`src/rtl/demux_pkg.sv`:
```
// Shared constants and types for the buffered 1:31 demultiplexer.
package demux_pkg;

    localparam int DW    = 2;   // payload width per lane
    localparam int SW    = 5;   // select width
    localparam int N_OUT = 31;  // number of output lanes

    // First select value that does not address a lane.
    localparam logic [SW-1:0] SEL_INVALID = 5'd31;

    typedef enum logic {
        LANE_EMPTY = 1'b0,
        LANE_FULL  = 1'b1
    } lane_state_t;

    // True when the select addresses a real lane.
    function automatic logic sel_in_range(input logic [SW-1:0] sel);
        return sel < SEL_INVALID;
    endfunction

endpackage

```
`src/rtl/demux_lane.sv`:
```
// One-entry output buffer for a single demux lane.
// The lane is loaded by the top only when it is EMPTY or being popped in the
// same cycle, so a load never overwrites data the consumer has not taken.
module demux_lane
    import demux_pkg::*;
(
    input  logic          clk,
    input  logic          rst,
    input  logic          load,
    input  logic [DW-1:0] load_data,
    input  logic          pop,
    output logic          valid,
    output logic [DW-1:0] data
);

    lane_state_t   state_q, state_d;
    logic [DW-1:0] data_q, data_d;

    // Next-state and next-data: fill on load, drain on pop without load.
    always_comb begin
        state_d = state_q;
        data_d  = data_q;
        case (state_q)
            LANE_EMPTY: begin
                if (load) begin
                    state_d = LANE_FULL;
                end
            end
            LANE_FULL: begin
                if (pop && !load) begin
                    state_d = LANE_EMPTY;
                end
            end
            default: begin
                state_d = LANE_EMPTY;
            end
        endcase
        if (load) begin
            data_d = load_data;
        end
    end

    // Lane state and payload registers; reset empties the lane and clears data.
    always_ff @(posedge clk or posedge rst) begin
        if (rst) begin
            state_q <= LANE_EMPTY;
            data_q  <= '0;
        end else begin
            state_q <= state_d;
            data_q  <= data_d;
        end
    end

    assign valid = (state_q == LANE_FULL);
    assign data  = data_q;

endmodule

```
`src/rtl/demux_buffered.sv`:
```
// Buffered 1:31 demultiplexer: routes a 2-bit stream to one of 31 lanes,
// each holding one entry behind a valid/ready handshake.
// Optional feature: define DEMUX_ERR_CNT_EN to add err_cnt, a saturating
// count of accepts that carried an out-of-range select.
module demux_buffered
    import demux_pkg::*;
(
    input  logic                clk,
    input  logic                rst,
    input  logic                in_valid,
    output logic                in_ready,
    input  logic [SW-1:0]       in_sel,
    input  logic [DW-1:0]       in_data,
    output logic [N_OUT-1:0]    out_valid,
    input  logic [N_OUT-1:0]    out_ready,
    output logic [N_OUT*DW-1:0] out_data,
    output logic                err_sel
`ifdef DEMUX_ERR_CNT_EN
    ,
    output logic [7:0]          err_cnt
`endif
);

    logic             sel_ok;
    logic             sel_ready;
    logic             accept;
    logic [N_OUT-1:0] load_vec;
    logic             err_sel_q, err_sel_d;

    // Select decode: pick the addressed lane's readiness and steer the load.
    // An out-of-range select is always ready so the producer is never stuck;
    // its data is simply dropped and flagged.
    always_comb begin
        sel_ok    = sel_in_range(in_sel);
        sel_ready = 1'b1;
        load_vec  = '0;
        for (int i = 0; i < N_OUT; i++) begin
            if (in_sel == SW'(i)) begin
                sel_ready = !out_valid[i] || out_ready[i];
            end
        end
        accept = in_valid && sel_ready;
        for (int i = 0; i < N_OUT; i++) begin
            load_vec[i] = accept && (in_sel == SW'(i));
        end
        err_sel_d = accept && !sel_ok;
    end

    assign in_ready = sel_ready;

    // One buffer per lane; the consumer's ready doubles as the pop strobe.
    for (genvar g = 0; g < N_OUT; g++) begin : g_lane
        demux_lane u_lane (
            .clk       (clk),
            .rst       (rst),
            .load      (load_vec[g]),
            .load_data (in_data),
            .pop       (out_ready[g]),
            .valid     (out_valid[g]),
            .data      (out_data[g*DW +: DW])
        );
    end

    // Error pulse register: high for exactly the cycle after a bad-select accept.
    always_ff @(posedge clk or posedge rst) begin
        if (rst) begin
            err_sel_q <= 1'b0;
        end else begin
            err_sel_q <= err_sel_d;
        end
    end

    assign err_sel = err_sel_q;

`ifdef DEMUX_ERR_CNT_EN
    logic [7:0] err_cnt_q, err_cnt_d;

    // Saturating bad-select counter: sticks at 255 rather than wrapping.
    always_comb begin
        err_cnt_d = err_cnt_q;
        if (err_sel_d && (err_cnt_q != 8'hFF)) begin
            err_cnt_d = err_cnt_q + 8'd1;
        end
    end

    // Counter register.
    always_ff @(posedge clk or posedge rst) begin
        if (rst) begin
            err_cnt_q <= '0;
        end else begin
            err_cnt_q <= err_cnt_d;
        end
    end

    assign err_cnt = err_cnt_q;
`endif

endmodule

```
`config.mk`:
```
export PLATFORM = sky130hd
export DESIGN_NAME = demux_buffered
export DESIGN_NICKNAME = d
export VERILOG_FILES = /design/src/rtl/demux_pkg.sv /design/src/rtl/demux_lane.sv /design/src/rtl/demux_buffered.sv
export SDC_FILE = /design/constraint.sdc
export NUM_CORES = 1
export LEC_CHECK = 0
export ABC_AREA = 1
export BUFFER_PORTS_ARGS = -buffer_cell sky130_fd_sc_hd__buf_2
export CAP_MARGIN = 0
export CORE_ASPECT_RATIO = 0.5
export CORE_MARGIN = 4
export CORE_UTILIZATION = 45
export CTS_BUF_LIST = sky130_fd_sc_hd__clkbuf_8
export DETAILED_ROUTE_END_ITERATION = 12
export PLACE_DENSITY_LB_ADDON = 0.3
export SLEW_MARGIN = 10
export SYNTH_ARGS = -nofsm -noshare
export SYNTH_HDL_FRONTEND = slang
export SYNTH_SLANG_ARGS = --single-unit
```
`constraint.sdc`:
```
create_clock -name clk -period 5.51 [get_ports clk]
set_input_delay 1.102 -clock clk [delete_from_list [all_inputs] [get_ports clk]]
set_output_delay 1.102 -clock clk [all_outputs]
set_load 0.02 [all_outputs]
```
## Yosys cells after proc, flatten, opt, wreduce, memory -nomap -nowiden

Cells that the tools add are included.

- Mux-type cells: 124
- Order comparisons: 1
- Bitwise logic cells: 31
- Reduce and logical (&&, ||, !) cells: 159
- Equality and inequality tests: 30

Operators with widths:

| kind | count |
|---|---|
| 2-to-1 mux 1 bit | 93 |
| equality test 5 bit (second input constant) | 15 |
| logical AND 1 bit | 64 |
| zero test 1 bit | 63 |
| case mux 1 bit (2 select lines) | 31 |
| equality test 5 x 4 -> 1 bit (second input constant) | 8 |
| logical OR 1 bit | 31 |
| NOT 1 bit | 31 |
| equality test 5 x 3 -> 1 bit (second input constant) | 4 |
| equality test 5 x 2 -> 1 bit (second input constant) | 2 |
| equality test 5 x 1 -> 1 bit (second input constant) | 1 |
| zero test 5 bit | 1 |
| < comparator 5 bit (second input constant) | 1 |

- Flip-flop bits (word level): 94
- Bits of input ports: 41
- Output and inout port bits: 95
- Logic and storage cells: 408

## Depth between registers and ports, before layout

- Depth after elaboration: 39
- Depth in mapped cells: 26
- Mapped depth without buffers: 25

## Cells and area by module

Synthesis repeated with hierarchy kept, for this count alone.

- Cells, all modules: 655
- Area total of the unflattened synthesis: 4763.3 um^2

By module, submodules not included:

| module | area each (um^2) | cells an instance | times used | sequential area each (um^2) |
|---|---|---|---|---|
| demux_lane | 116.4 | 14 | 31 | 75.1 |
| demux_buffered | 1156.1 | 221 | 1 | 25.0 |

## Worst setup path before layout

OpenSTA, ideal clock, no wires.

- Path kind: input port to output port
- From: input port in_sel[4]
- To: output port in_ready
- Cell stages on the path: 23
- Path slack: 1.575 ns
- Arrival: 2.833 ns
- Required time: 4.408 ns
- Path buffers: 3
- Cells stage by stage: buf_4 > inv_2 > buf_6 > nand3_1 > nand3_1 > nor2_1 > nand4_1 > nand2_1 > nand3_1 > nand2_1 > nand3_1 > nand2_1 > nand3_1 > nand2_1 > nand3_1 > nand2_1 > nand4_1 > nor2_1 > nand4_1 > nand2_1 > nand3_1 > nand2_2 > buf_2

- Longest elaborated chain between the ends: 32
- Elaborated cells on any way between the ends: 62
- Classes of those cells: 30 x eq/ne; 31 x mux; 1 x reduce/logical

RTL lines:

| item | RTL line | source |
|---|---|---|
| start, declared | demux_buffered.sv:12 | `input logic [SW-1:0] in_sel,` |
| zero test 5 bit | demux_buffered.sv:38 | `if (in_sel == SW'(i)) begin` |
| 2-to-1 mux 1 bit (30 in series) | demux_buffered.sv:38 |  |
| 2-to-1 mux 1 bit * | demux_buffered.sv:38 |  |
| end, declared | demux_buffered.sv:11 | `output logic in_ready,` |

Every way passes the cells marked *; elsewhere a longest branch is shown, timed or not.

## Worst setup path in the final report

Ends and elaborated chain as after synthesis.

==> flow_summary.ini <==
[cells_and_area]
final_area_sq_um = 5350
area.growth.synth_to_final_pct = 14.5
final_core_util = 0.548
n_fill_cell = 966
multi_input_area_sq_um = 1710
drive_gt1_frac = 0.250
nNetsFinal = 713
seqCellArea_sq_um = 2350

[placed_design]
gp_congestion = 0.919
dpl_cell_area_sq_um = 5120
hpwl_microns = 9330
io_buffers = 135

[detailed_routing]
drtAntennaViolNets = 0
first_pass_iters = 5
avgRoutedWirePerCell_microns = 16.1
dr_total_vias = 4232
drcViolationCount = 0
wl_microns = 13100
viasPerCell = 5.21
drt_iter0_markers = 421

[timing]
setup_viol = 0
maxSlewViolCount = 0
fin_crit_ns = 4.55
tightest_slew_ns = 0.859
fin_crit_sh = 0.826
setup_tns_ns = 0
rsz0062_at_grt = false
timing.fmax_ghz = 0.220
hold_slack_ns = 0.469
finalHoldViolCount = 0
fin_skew_ns = 0.0116
slew_headroom = 0.427

[grt]
antenna_found_initial = 0
grt_util_all_layers = 0.216
grt_pass1_wl_microns = 20900
grt_max_degree = 95
first_global_vias = 4018
grt.overflow.total = 0

[logic_synthesis]
synth_most_common_cell = nand2_1
synth_top_area_frac = 0.504
ys_seq_area_frac = 0.504
synth_commonest_cells = nand2_1, dfrtp_1, nand4_1
async_flop_share = 1.00
synth_area_leaders = dfrtp_1, nand2_1, nand4_1
ys.flop_type = dfrtp_1
synth_top_area_cell = dfrtp_1
synth_edf_count = 0
synth_cells = 584
synth_nets = 625
syn-cell-area_sq_um = 4670
yosys_warnings = 0
synth_area_per_cell_sq_um = 8.00
synth_seq_cells = 94
yosysUniqueCellTypes = 19

[clock_tree]
cts_root_buf = clkbuf_8
h-tree-depth = 3
clockBufferDepth = 2
holdBufCountCts = 0
cts_buffers = 9
post_cts_buffers = 0
cts_tree = yes
clk_pin_slew_ns = 0.09
post_cts_resized = 0
clock-sinks = 94
clk_latency_ns = 0.38

[floorplanning]
dieArea_sq_um = 12200
die_h_microns = 80.0
die_width_microns = 152
rows = 25
core_sq_um = 9760
ios = 136
initial_core_util = 0.478

[critical_path]
ff2ff_setup_slack_ns = 2.18
critPathMaxFanout = 23
r2r-end = g_lane[0].u_lane.data[1]
worstSetupPathType = input pin to primary output
worstRegToRegCells = 25
reg2reg_from = g_lane[1].u_lane.valid
worstSetupStartpointType = input pin
cp-end-kind = primary output
path_common_cell = nand2_1
cp_slowest_stage_delay_ns = 0.30
cp.arrival_ns = 3.45
crit_slowest_cell = buf_2
cp_cell_sequence = buf_2 -> inv_2 -> nand2_1 -> inv_2 -> a21oi_1 -> nand4_1 -> nand2_1 -> nand3_1 -> nand2_1 -> nand3_1 -> nand2_1 -> nand3_1 -> nand2_1 -> nand3_1 -> nand2_1 -> nand4_1 -> nor2_1 -> nand4_1 -> nand2_1 -> nand3_1 -> nand2_2 -> buf_2
crit_required_ns = 4.41

[pwr]
p_leak_uw = 0.00294
p_per_area_nw_per_um2 = 330
worst_ir_drop_vdd_uv = 140
finalPower_uw = 1760

[status]
status = completed

[hold_path]
hold_class = flop to flop
min_delay_worst_endpoint = g_lane[20].u_lane.data[0]
holdPathStages = 2
min-delay-start = g_lane[20].u_lane.data[0]

[job]
maxCapViolCount = 0
-- critical path: cells and delay by family --
family,cells,cell delay [ns]
and+or+nand+nor,17,1.42
AOI/OAI and AO/OA,1,0.16
buffers and inverters,4,0.75
-- flip-flops by register name, summed over array words and instances, names as in the netlist --
signal               count
g_lane.u_lane.data      62
g_lane.u_lane.valid     31
err_sel                  1
-- cells in the final DEF (no fill, tap or decap), types with 3 or more instances in the layout --
master      synthesis  final
clkinvlp_4          0      3
dfrtp_1            94     94
inv_1              40     40
nor2_1             55     55
nor3_1              5      5
buf_4              35      3
nand3_1            41     41
a21oi_1             7      7
nand2_1           163    163
buf_2               2    135
nand4_1            66     66
inv_2              10     10
nor2_2              3      3
o21ai_0            35     35
clkbuf_8            0     10
-- report_power, final --
part,total [uW],switching (uW),internal [uW]
clock network,516,249,266
logic,409,289,120
registers,838,54.8,783
-- routing by layer --
| layer | GRT usage | routed length [microns] |
|---|---|---|
| met1 | 0.312 | 6270 |
| met2 | 0.317 | 5560 |
| met3 | 0.0661 | 1130 |
| met4 | 0.0547 | 151 |
| met5 | 0 | 0 |
-- per-stage QoR --
step	worst slack, ns	cells
2_1_floorplan	1.58	584
5_1_grt	0.653	812
3_5_place_dp	0.970	796
6_report	0.956	813
4_1_cts	0.969	812
3_3_place_gp	1.14	796
-- cells by family after synthesis --
family	count (synthesis)	synth area share
AO/OA/AOI/OAI	43	0.0461
AND/OR/NAND/NOR	336	0.321
buffers and inverters	111	0.129
flip-flops	94	0.504
-- final cells by class --
class,instances,area share
tap,135,0.0316
sequential,94,0.440
multi-input combinational,379,0.320
antenna,1,0.000468
clock buffer,10,0.0257
inverter,50,0.0353
timing repair buffer,138,0.131
clock inverter,6,0.0161
-- worst max path at each step --
stage | from | end
4_1_cts | in_sel[4] | in_ready
5_1_grt | in_sel[4] | in_ready
2_1_floorplan | in_sel[4] | in_ready
3_3_place_gp | in_sel[4] | in_ready
6_report | in_sel[4] | in_ready
3_5_place_dp | in_sel[4] | g_lane[0].u_lane.data[0]
No activity file was read; power rests on OpenSTA's default activity.
